--- config.mk ---
export PLATFORM = sky130hd
export DESIGN_NAME = alu_multicycle_sliced_flat
export DESIGN_NICKNAME = d
export VERILOG_FILES = /design/src/rtl/alu_multicycle_sliced_pkg.sv /design/src/rtl/alu_multicycle_sliced_if.sv /design/src/rtl/alu_multicycle_sliced_slice_k.sv /design/src/rtl/alu_multicycle_sliced.sv /design/src/flat_wrapper.sv
export SDC_FILE = /design/constraint.sdc
export NUM_CORES = 1
export LEC_CHECK = 0
export ABC_AREA = 1
export ABC_CLOCK_PERIOD_IN_PS = 3500
export CAP_MARGIN = 10
export CORE_MARGIN = 2
export CORE_UTILIZATION = 55
export CTS_CLUSTER_SIZE = 8
export DETAILED_ROUTE_END_ITERATION = 8
export HOLD_SLACK_MARGIN = 0.15
export PLACE_DENSITY_LB_ADDON = 0.15
export SLEW_MARGIN = 25
export SYNTH_ARGS = -nofsm -noshare
export SYNTH_HDL_FRONTEND = slang
export SYNTH_SLANG_ARGS = --single-unit
--- constraint.sdc ---
create_clock -name clk -period 3.5 [get_ports clk]
set_clock_uncertainty 0.05 [all_clocks]
set_input_delay 0.7 -clock clk [delete_from_list [all_inputs] [get_ports clk]]
set_output_delay 0.7 -clock clk [all_outputs]
set_load 0.01 [all_outputs]
--- src/rtl/alu_multicycle_sliced_pkg.sv ---
// Shared op codes, FSM state encodings and the MSB flag helper for the sliced ALU.
package alu_multicycle_sliced_pkg;

  typedef enum logic [1:0] {
    OP_AND = 2'd0,
    OP_OR  = 2'd1,
    OP_ADD = 2'd2,
    OP_SLT = 2'd3
  } op_e;

  typedef enum logic [1:0] {
    ST_IDLE = 2'd0,
    ST_RUN  = 2'd1,
    ST_DONE = 2'd2
  } state_e;

  // Returns {overflow, set}; set is the true sign of a-b even when the subtraction overflows.
  function automatic logic [1:0] msb_flags(input logic a_msb, input logic b2_msb, input logic sum_msb);
    logic ovf;
    logic set;
    ovf = (a_msb == b2_msb) && (sum_msb != a_msb);
    set = (a_msb != b2_msb) ? sum_msb : a_msb;
    return {ovf, set};
  endfunction

endpackage

--- src/rtl/alu_multicycle_sliced_if.sv ---
// Operand-side and result-side valid/ready bus of the sliced ALU.
interface alu_multicycle_sliced_if #(
  parameter int WIDTH = 32
);
  logic             in_valid;
  logic             in_ready;
  logic [WIDTH-1:0] a;
  logic [WIDTH-1:0] b;
  logic [1:0]       op;
  logic             binvert;
  logic             out_valid;
  logic             out_ready;
  logic [WIDTH-1:0] result;
  logic             overflow;
  logic             zero;

  modport master (
    output in_valid, a, b, op, binvert, out_ready,
    input  in_ready, out_valid, result, overflow, zero
  );

  modport slave (
    input  in_valid, a, b, op, binvert, out_ready,
    output in_ready, out_valid, result, overflow, zero
  );
endinterface

--- src/rtl/alu_multicycle_sliced_slice_k.sv ---
// Combinational K-bit ALU slice, reused every cycle by the sliced ALU.
module alu_slice_k
  import alu_multicycle_sliced_pkg::*;
#(
  parameter int K = 4
) (
  input  logic [K-1:0] i_a,
  input  logic [K-1:0] i_b,
  input  logic         i_cin,
  input  logic         i_binvert,
  input  op_e          i_op,
  output logic [K-1:0] o_res,
  output logic [K-1:0] o_sum,
  output logic         o_cout
);

  logic [K-1:0] w_b2;
  logic [K:0]   w_full;

  // Slice adder and logic-op selection; AND/OR deliberately use the un-inverted b.
  always_comb begin
    w_b2   = i_binvert ? ~i_b : i_b;
    w_full = {1'b0, i_a} + {1'b0, w_b2} + {{K{1'b0}}, i_cin};
    o_sum  = w_full[K-1:0];
    o_cout = w_full[K];
    case (i_op)
      OP_AND:  o_res = i_a & i_b;
      OP_OR:   o_res = i_a | i_b;
      OP_ADD:  o_res = w_full[K-1:0];
      OP_SLT:  o_res = w_full[K-1:0];
      default: o_res = {K{1'b0}};
    endcase
  end

endmodule

--- src/rtl/alu_multicycle_sliced.sv ---
// Multi-cycle ALU: one SLICE-bit slice per cycle, LSB slice first, carry kept in a register.
module alu_multicycle_sliced
  import alu_multicycle_sliced_pkg::*;
#(
  parameter int WIDTH = 32,
  parameter int SLICE = 4
) (
  input logic                    clk,
  input logic                    rst_n,
  alu_multicycle_sliced_if.slave bus
);

  localparam int NSLICE = WIDTH / SLICE;
  localparam int CNT_W  = (NSLICE > 1) ? $clog2(NSLICE) : 1;
  localparam logic [CNT_W-1:0] LAST_CNT = CNT_W'(NSLICE - 1);

  state_e             r_state;
  state_e             w_state_nxt;
  logic [CNT_W-1:0]   r_cnt;
  logic               r_carry;
  logic [WIDTH-1:0]   r_a;
  logic [WIDTH-1:0]   r_b;
  op_e                r_op;
  logic               r_binv;
  logic [WIDTH-1:0]   r_acc;
  logic [WIDTH-1:0]   r_result;
  logic               r_ovf;

  logic               w_in_ready;
  logic               w_accept;
  logic               w_last;
  int                 w_base;
  logic [SLICE-1:0]   w_a_sl;
  logic [SLICE-1:0]   w_b_sl;
  logic [SLICE-1:0]   w_res_sl;
  logic [SLICE-1:0]   w_sum_sl;
  logic               w_cout;
  logic [1:0]         w_flags;
  logic [WIDTH-1:0]   w_acc_nxt;
  logic [WIDTH-1:0]   w_final;
  logic               w_ovf_final;

  assign w_accept = bus.in_valid && w_in_ready;
  assign w_last   = (r_cnt == LAST_CNT);
  assign w_base   = int'(r_cnt) * SLICE;
  assign w_a_sl   = r_a[w_base +: SLICE];
  assign w_b_sl   = r_b[w_base +: SLICE];

  alu_slice_k #(.K(SLICE)) u_slice (
    .i_a       (w_a_sl),
    .i_b       (w_b_sl),
    .i_cin     (r_carry),
    .i_binvert (r_binv),
    .i_op      (r_op),
    .o_res     (w_res_sl),
    .o_sum     (w_sum_sl),
    .o_cout    (w_cout)
  );

  assign w_flags = msb_flags(w_a_sl[SLICE-1], r_binv ^ w_b_sl[SLICE-1], w_sum_sl[SLICE-1]);

  // Final result assembly; the output register only ever sees complete results.
  always_comb begin
    w_acc_nxt = r_acc;
    w_acc_nxt[w_base +: SLICE] = w_res_sl;
    if (r_op == OP_SLT) begin
      w_final = {{(WIDTH-1){1'b0}}, w_flags[0]};
    end else begin
      w_final = w_acc_nxt;
    end
    w_ovf_final = (r_op == OP_ADD) && w_flags[1];
  end

  // Input acceptance: in DONE a new op may be taken in the same cycle the result drains.
  always_comb begin
    case (r_state)
      ST_IDLE: w_in_ready = 1'b1;
      ST_DONE: w_in_ready = bus.out_ready;
      default: w_in_ready = 1'b0;
    endcase
  end

  // Next-state logic of the IDLE/RUN/DONE controller.
  always_comb begin
    w_state_nxt = r_state;
    case (r_state)
      ST_IDLE: begin
        if (w_accept) begin
          w_state_nxt = ST_RUN;
        end else begin
          w_state_nxt = ST_IDLE;
        end
      end
      ST_RUN: begin
        if (w_last) begin
          w_state_nxt = ST_DONE;
        end else begin
          w_state_nxt = ST_RUN;
        end
      end
      ST_DONE: begin
        if (bus.out_ready) begin
          w_state_nxt = bus.in_valid ? ST_RUN : ST_IDLE;
        end else begin
          w_state_nxt = ST_DONE;
        end
      end
      default: w_state_nxt = ST_IDLE;
    endcase
  end

  // State register.
  always_ff @(posedge clk or negedge rst_n) begin
    if (!rst_n) begin
      r_state <= ST_IDLE;
    end else begin
      r_state <= w_state_nxt;
    end
  end

  // Operand capture, per-slice carry/accumulator update and result/flag registers.
  always_ff @(posedge clk or negedge rst_n) begin
    if (!rst_n) begin
      r_cnt    <= '0;
      r_carry  <= 1'b0;
      r_a      <= '0;
      r_b      <= '0;
      r_op     <= OP_AND;
      r_binv   <= 1'b0;
      r_acc    <= '0;
      r_result <= '0;
      r_ovf    <= 1'b0;
    end else if (w_accept) begin
      r_a     <= bus.a;
      r_b     <= bus.b;
      r_op    <= op_e'(bus.op);
      r_binv  <= bus.binvert;
      r_carry <= bus.binvert;
      r_cnt   <= '0;
      r_acc   <= '0;
    end else if (r_state == ST_RUN) begin
      r_carry <= w_cout;
      r_acc   <= w_acc_nxt;
      r_cnt   <= w_last ? r_cnt : r_cnt + CNT_W'(1);
      if (w_last) begin
        r_result <= w_final;
        r_ovf    <= w_ovf_final;
      end
    end
  end

  assign bus.in_ready  = w_in_ready;
  assign bus.out_valid = (r_state == ST_DONE);
  assign bus.result    = r_result;
  assign bus.overflow  = r_ovf;
  assign bus.zero      = (r_result == '0);

endmodule
--- src/flat_wrapper.sv ---
// flat-port wrapper written by rule: the top's interface ports become plain ports
module alu_multicycle_sliced_flat import alu_multicycle_sliced_pkg::*;
#(
  parameter int WIDTH = 32,
  parameter int SLICE = 4
)
  (clk, rst_n, bus_in_valid, bus_a, bus_b, bus_op, bus_binvert, bus_out_ready, bus_in_ready, bus_out_valid, bus_result, bus_overflow, bus_zero);
  alu_multicycle_sliced_if #(.WIDTH(WIDTH)) bus_i ();
  input logic clk;
  input logic rst_n;
  input wire logic [$bits(bus_i.in_valid)-1:0] bus_in_valid;
  input wire logic [$bits(bus_i.a)-1:0] bus_a;
  input wire logic [$bits(bus_i.b)-1:0] bus_b;
  input wire logic [$bits(bus_i.op)-1:0] bus_op;
  input wire logic [$bits(bus_i.binvert)-1:0] bus_binvert;
  input wire logic [$bits(bus_i.out_ready)-1:0] bus_out_ready;
  output wire logic [$bits(bus_i.in_ready)-1:0] bus_in_ready;
  output wire logic [$bits(bus_i.out_valid)-1:0] bus_out_valid;
  output wire logic [$bits(bus_i.result)-1:0] bus_result;
  output wire logic [$bits(bus_i.overflow)-1:0] bus_overflow;
  output wire logic [$bits(bus_i.zero)-1:0] bus_zero;
  assign bus_i.in_valid = bus_in_valid;
  assign bus_i.a = bus_a;
  assign bus_i.b = bus_b;
  assign bus_i.op = bus_op;
  assign bus_i.binvert = bus_binvert;
  assign bus_i.out_ready = bus_out_ready;
  assign bus_in_ready = bus_i.in_ready;
  assign bus_out_valid = bus_i.out_valid;
  assign bus_result = bus_i.result;
  assign bus_overflow = bus_i.overflow;
  assign bus_zero = bus_i.zero;
  alu_multicycle_sliced #(.WIDTH(WIDTH), .SLICE(SLICE)) u_core (.clk(clk), .rst_n(rst_n), .bus(bus_i));
endmodule
Yosys cells after proc, flatten, opt, wreduce, memory -nomap -nowiden
Index checks and enable logic that the tools add are counted.
Storage, ports and cells
  flip-flop bits (word level): 138
  word-level logic and storage cells: 61
  bits of input ports: 71
  output and inout port bits: 36
Operators by class
  muxes and demuxes: 18
  reduce and logical (&&, ||, !) cells: 10
  equality and inequality tests: 10
  shifts and indexed selects: 4
  $add $sub $neg: 4
  bitwise operators: 5
Operators with widths (number)
  two-way mux 32 bit: 3
  indexed part select 32 x 6 -> 4 bit: 2
  negation 5 -> 33 bit: 1
  variable shift 4 x 33 -> 32 bit, first input constant: 1
  indexed part select 4 x 33 -> 32 bit: 1
  bitwise mux 32 bit: 1
  zero test 32 bit: 1
  one-hot mux 4 bit (3 select lines): 1
  two-way mux 3 bit: 3
  == test 2 bit, second input constant: 3
  one-hot mux 2 bit (3 select lines): 1
  adder 4 x 4 -> 5 bit: 1
  adder 5 x 1 -> 5 bit: 1
  two-way mux 1 bit: 5
  bitwise AND 4 bit: 1
  == test 2 x 1 -> 1 bit, second input constant: 2
  zero test 2 bit: 2
  two-way mux 2 bit: 2
  two-way mux 4 bit: 1
  inverter 4 bit: 1
  bitwise OR 4 bit: 1
  adder 3 x 1 -> 3 bit, second input constant: 1
  == test 3 bit, second input constant: 1
  logical AND 1 bit: 3
  other kinds (10): 11

Logic depth before layout (Yosys ltp)
  word-level depth: 10
  mapped depth: 20

By module
From an unflattened synthesis, not the netlist that was laid out.
Unflattened totals
  cells, all modules: 831
  area, all modules: 6662.6 sq um
By module, submodules not included
  alu_multicycle_sliced: instances 1, cells an instance 788, area an instance 6383.6 sq um, sequential area each 3453.3 sq um
  alu_slice_k: instances 1, cells an instance 43, area an instance 279.0 sq um, sequential area each 0.0 sq um

Worst setup path before layout
No wires, ideal clock.
  path kind: register -> register
  start: register u_core.r_cnt[1]
  end: register u_core.r_acc[25]
  period minus slack after synthesis: 2.865 ns
  path buffers: 2
  setup slack: 0.635 ns
  cell stages (with the launch flop): 18
  data arrival time: 2.685 ns
  data required time: 3.320 ns
  cell sequence: dfrtp_1 -> buf_6 -> inv_6 -> buf_4 -> nand3_1 -> nand3_1 -> nand2_1 -> xor2_1 -> fa_1 -> inv_2 -> fa_1 -> or2_2 -> nand3_2 -> nor2_4 -> nand2_2 -> nand2_1 -> nand3_1 -> o21ai_1
Between the ends
  longest elaborated chain between the ends: 10
Ends and longest elaborated chain
  start, declared: RTL line alu_multicycle_sliced.sv:19  | logic [CNT_W-1:0] r_cnt;
  start signal, assigned: RTL line alu_multicycle_sliced.sv:144  | r_cnt <= w_last ? r_cnt : r_cnt + CNT_W'(1);
  indexed part select 32 x 6 -> 4 bit: RTL line alu_multicycle_sliced.sv:47  | assign w_b_sl = r_b[w_base +: SLICE];
  inverter 4 bit: RTL line alu_multicycle_sliced_slice_k.sv:22  | w_b2 = i_binvert ? ~i_b : i_b;
  two-way mux 4 bit: RTL line alu_multicycle_sliced_slice_k.sv:22
  adder 4 x 4 -> 5 bit: RTL line alu_multicycle_sliced_slice_k.sv:23  | w_full = {1'b0, i_a} + {1'b0, w_b2} + {{K{1'b0}}, i_cin};
  adder 5 x 1 -> 5 bit: RTL line alu_multicycle_sliced_slice_k.sv:23
  one-hot mux 4 bit (3 select lines): RTL line alu_multicycle_sliced_slice_k.sv:26  | case (i_op)
  indexed part select 4 x 33 -> 32 bit: RTL line alu_multicycle_sliced.sv:65  | w_acc_nxt[w_base +: SLICE] = w_res_sl;
  bitwise mux 32 bit (*): RTL line alu_multicycle_sliced.sv:65
  two-way mux 32 bit (*): RTL line alu_multicycle_sliced.sv:141  | end else if (r_state == ST_RUN) begin
  two-way mux 32 bit (*): RTL line alu_multicycle_sliced.sv:133  | end else if (w_accept) begin
  end signal, assigned: RTL line alu_multicycle_sliced.sv:143  | r_acc <= w_acc_nxt;
  end, declared: RTL line alu_multicycle_sliced.sv:25  | logic [WIDTH-1:0] r_acc;
Mark *: on every way between the ends. The rest lies on a longest branch, timed or not. The select of a mux whose other input is x is not followed.
A chain may end at the register's enable or synchronous reset.

Worst setup path in the final report
  start: register u_core.r_cnt[0]
  end: register u_core.r_acc[5]
The elaborated chain is that of the path after synthesis.

==> impl_metrics.json <==
{
  "p_leak_nw": 4.47,
  "synth_top_family_by_area": "simple AND/OR/NAND/NOR gates",
  "cts_tree": "yes",
  "period_needed_ns": 3.17,
  "synth_area_um2": 7100,
  "cp_common_cell": "nand2_1",
  "grt_pass1_wl_mm": 29.5,
  "fp-row-count": 41,
  "cts_hold_buf": 0,
  "area_delta_synth_final_pct": 25.7,
  "gp_congestion": 0.865,
  "diodes": 0,
  "cts.sinks": 138,
  "r2r-start": "u_core.r_cnt[0]$_DFFE_PN0P_",
  "cts_made_buffers": 17,
  "fin_area_um2": 8920,
  "tns_ns": 0,
  "crit_path_max_fanout": 33,
  "fmax_ghz": 0.316,
  "synth-compound-area-share_pct": 7.83,
  "grt_max_degree": 66,
  "syn_inst": 931,
  "ys_dominant_reg_cell": "dfrtp_1",
  "htreeDepth": 4,
  "p_switching_mw": 4.19,
  "sw_frac_of_total_pct": 43.9,
  "post_drt_wl_per_cell_um": 14.5,
  "wl_met1_mm": 8.07,
  "drtAntennaViolNets": 0,
  "cts.clk_slew.worst_paths_ns": 0.06,
  "die_h_um": 118,
  "dr.first_iter.drc_count": 517,
  "rsz0062_at_grt": "false",
  "setup_violations": 0,
  "crit_path_start_kind": "register",
  "slowest_delay_ns": 0.40,
  "routed_via_density": 5.32,
  "reg2reg_depth": 16,
  "endpoint_kind": "register",
  "ir_drop_uv": 571,
  "synthArstFlopShare_pct": 100,
  "path_cells": "buf_4, nand2_1, nand3_1, nand3_1, nand2_1, xor2_1, fa_1, inv_2, fa_1, or2_2, nand3_2, nor2_4, nand4_1, nand2_1, nand2_1, nand2_1",
  "firstDrtPassIters": 5,
  "cp.arrival_ns": 3.43,
  "fin_util_pct": 70.7,
  "yosys_warnings": 0,
  "synth_seq_area_share_pct": 48.7,
  "grt_pass1_vias": 6101,
  "wl_met2_mm": 8.05,
  "cts.path.max_buffers": 2,
  "post-route-period-util_pct": 90.5,
  "dp_hpwl_mm": 11.9,
  "die_area_um2": 13800,
  "required_ns": 3.76,
  "avgSynthCellArea_um2": 7.62,
  "finalHoldViolations": 0,
  "mostFrequentLayoutCells": "nand2_1 (381), dfrtp_1 (138), clkdlybuf4s50_1 (105), inv_1 (87), o21ai_0 (70)",
  "wl_met3_mm": 1.18,
  "hp-class": "in2async",
  "power_frac_comb_pct": 51.2,
  "synth_fp_nets": 1015,
  "ys_types": 34,
  "drv_cap": 0,
  "grt.overflow.total": 0,
  "clkLatencyLatePin_ns": 0.43,
  "tightest_slew_ns": 0.655,
  "grt_use_total_pct": 26.4,
  "drive_gt1_share_pct": 7.41,
  "synth-xor-area-share_pct": 0.864,
  "power_density_nw_per_um2": 1070,
  "dp_cells": 1179,
  "relSlewSlack_pct": 56.0,
  "layout.nets": 1110,
  "top_layer": "met4",
  "core-area_um2": 12600,
  "status": "complete, no violations",
  "fin_ws_ns": 0.331,
  "ioPinCount": 107,
  "internal-power_mw": 5.36,
  "synthSimpleGateAreaFrac_pct": 31.0,
  "synthAdderAreaFrac_pct": 2.50,
  "ys_ff_latch": 138,
  "path_class": "reg2reg",
  "reg2reg_to": "u_core.r_acc[5]$_DFFE_PN0P_",
  "synthMuxAreaShare_pct": 0,
  "seqPwrFrac_pct": 27.9,
  "post_cts.repair.setup_buffers": 0,
  "cts-root-buf": "clkbuf_16",
  "final_common_cell": "nand2_1",
  "drc": 0,
  "wl_mm": 17.6,
  "stdcell_count": 1211,
  "dp_slack_ns": 0.377,
  "start_util_pct": 56.2,
  "nFillCells": 1010,
  "die_w_um": 118,
  "power_frac_clock_pct": 20.9,
  "vias": 6437,
  "r2r_setup_slack_ns": 0.33,
  "cts_resized": 0,
  "finalMaxSlewViolations": 0,
  "crit_slowest_cell": "dfrtp_1",
  "synth_edf_count": 0,
  "grt_antenna_before_repair": 0,
  "placed_cell_area_um2": 8260,
  "portBuffers": 106
}
area by class of cell:
cell class | count | area (µm²) | share of cell area, %
tap | 172 | 215 | 2.41
sequential | 138 | 3450 | 38.7
clock inverter | 11 | 190 | 2.13
multi-input combinational | 643 | 2990 | 33.6
inverter | 107 | 412 | 4.62
timing repair buffer | 119 | 1180 | 13.2
clock buffer | 21 | 470 | 5.28
power by group through the flow:
stage                     clock network [mW]  registers, mW  logic, mW
final                                   2.00           2.66       4.89
after global routing                    2.07           2.73       5.49
after floorplan                            0           2.65       3.44
after detailed placement                   0           2.67       4.79
after CTS                               2.01           2.66       4.87
after global placement                     0           2.65       4.68
sequential cells by signal (all words and copies together) (netlist names):
register,cells
u_core.r_acc,32
u_core.r_a,32
u_core.bus.result,32
u_core.r_binv,1
u_core.r_cnt,3
u_core.r_state,2
u_core.bus.overflow,1
u_core.r_carry,1
u_core.r_op,2
u_core.r_b,32
metal layers:
layer,GRT usage (%),up-vias
met2,41.6,255
met5,0,-
met4,8.28,0
met1,37.2,3020
met3,5.28,30
li1,-,3132
Yosys cell counts, types with 2 or more instances:
| library cell | instances | area, µm² |
|---|---|---|
| nand3_2 | 7 | 70.1 |
| a21oi_1 | 3 | 15.0 |
| nor2_1 | 10 | 37.5 |
| nand4_1 | 21 | 131 |
| nand2_2 | 6 | 37.5 |
| ha_1 | 11 | 138 |
| clkinv_1 | 7 | 26.3 |
| buf_4 | 3 | 22.5 |
| dfrtp_1 | 138 | 3450 |
| nor2_4 | 4 | 45.0 |
| fa_1 | 2 | 40.0 |
| buf_2 | 16 | 80.1 |
| inv_2 | 9 | 33.8 |
| o21ai_0 | 70 | 350 |
| nand2_1 | 381 | 1430 |
| clkbuf_1 | 17 | 63.8 |
| nand3_1 | 69 | 345 |
| buf_6 | 6 | 67.6 |
| o22ai_1 | 2 | 12.5 |
| o21ai_1 | 31 | 155 |
| nor3_1 | 6 | 30.0 |
| inv_1 | 88 | 330 |
| nor4_1 | 8 | 50.1 |
| xor2_1 | 6 | 52.6 |
worst max-delay path, delay by kind of cell, from the launching register on:
kind / cells / cell delay, ns
DFF: 1 / 0.40
and+or+nand+nor: 11 / 1.30
xor gates and xnor gates: 1 / 0.09
buffers and inverters: 2 / 0.43
adders and majority gates: 2 / 0.78
cell families (layout without fill, tap and decap cells):
logic type	Yosys count	in the layout
fa+ha+maj	13	13
simple gates	514	514
flops	138	138
buf+inv	150	258
compound gates	109	109
xor+xnor	7	7
stage by stage:
step	hold slack, ns	power, mW
3_5_place_dp	0.415	7.47
4_1_cts	0.233	9.55
3_3_place_gp	0.412	7.33
2_1_floorplan	0.354	6.09
6_report	0.221	9.55
5_1_grt	0.262	10.3
worst max path at each step:
| stage | from | endpoint | slack (ns) |
|---|---|---|---|
| after floorplan | u_core.r_cnt[1]$_DFFE_PN0P_ | u_core.r_acc[25]$_DFFE_PN0P_ | 0.64 |
| after global placement | u_core.r_cnt[1]$_DFFE_PN0P_ | u_core.bus.result[5]$_DFFE_PN0P_ | 0.47 |
| after detailed placement | u_core.r_cnt[0]$_DFFE_PN0P_ | u_core.bus.result[5]$_DFFE_PN0P_ | 0.38 |
| after CTS | u_core.r_cnt[0]$_DFFE_PN0P_ | u_core.r_acc[5]$_DFFE_PN0P_ | 0.36 |
| after global routing | u_core.r_cnt[0]$_DFFE_PN0P_ | u_core.r_acc[5]$_DFFE_PN0P_ | 0.07 |
| final | u_core.r_cnt[0]$_DFFE_PN0P_ | u_core.r_acc[5]$_DFFE_PN0P_ | 0.33 |
No activity file was read; power rests on OpenSTA's default activity.
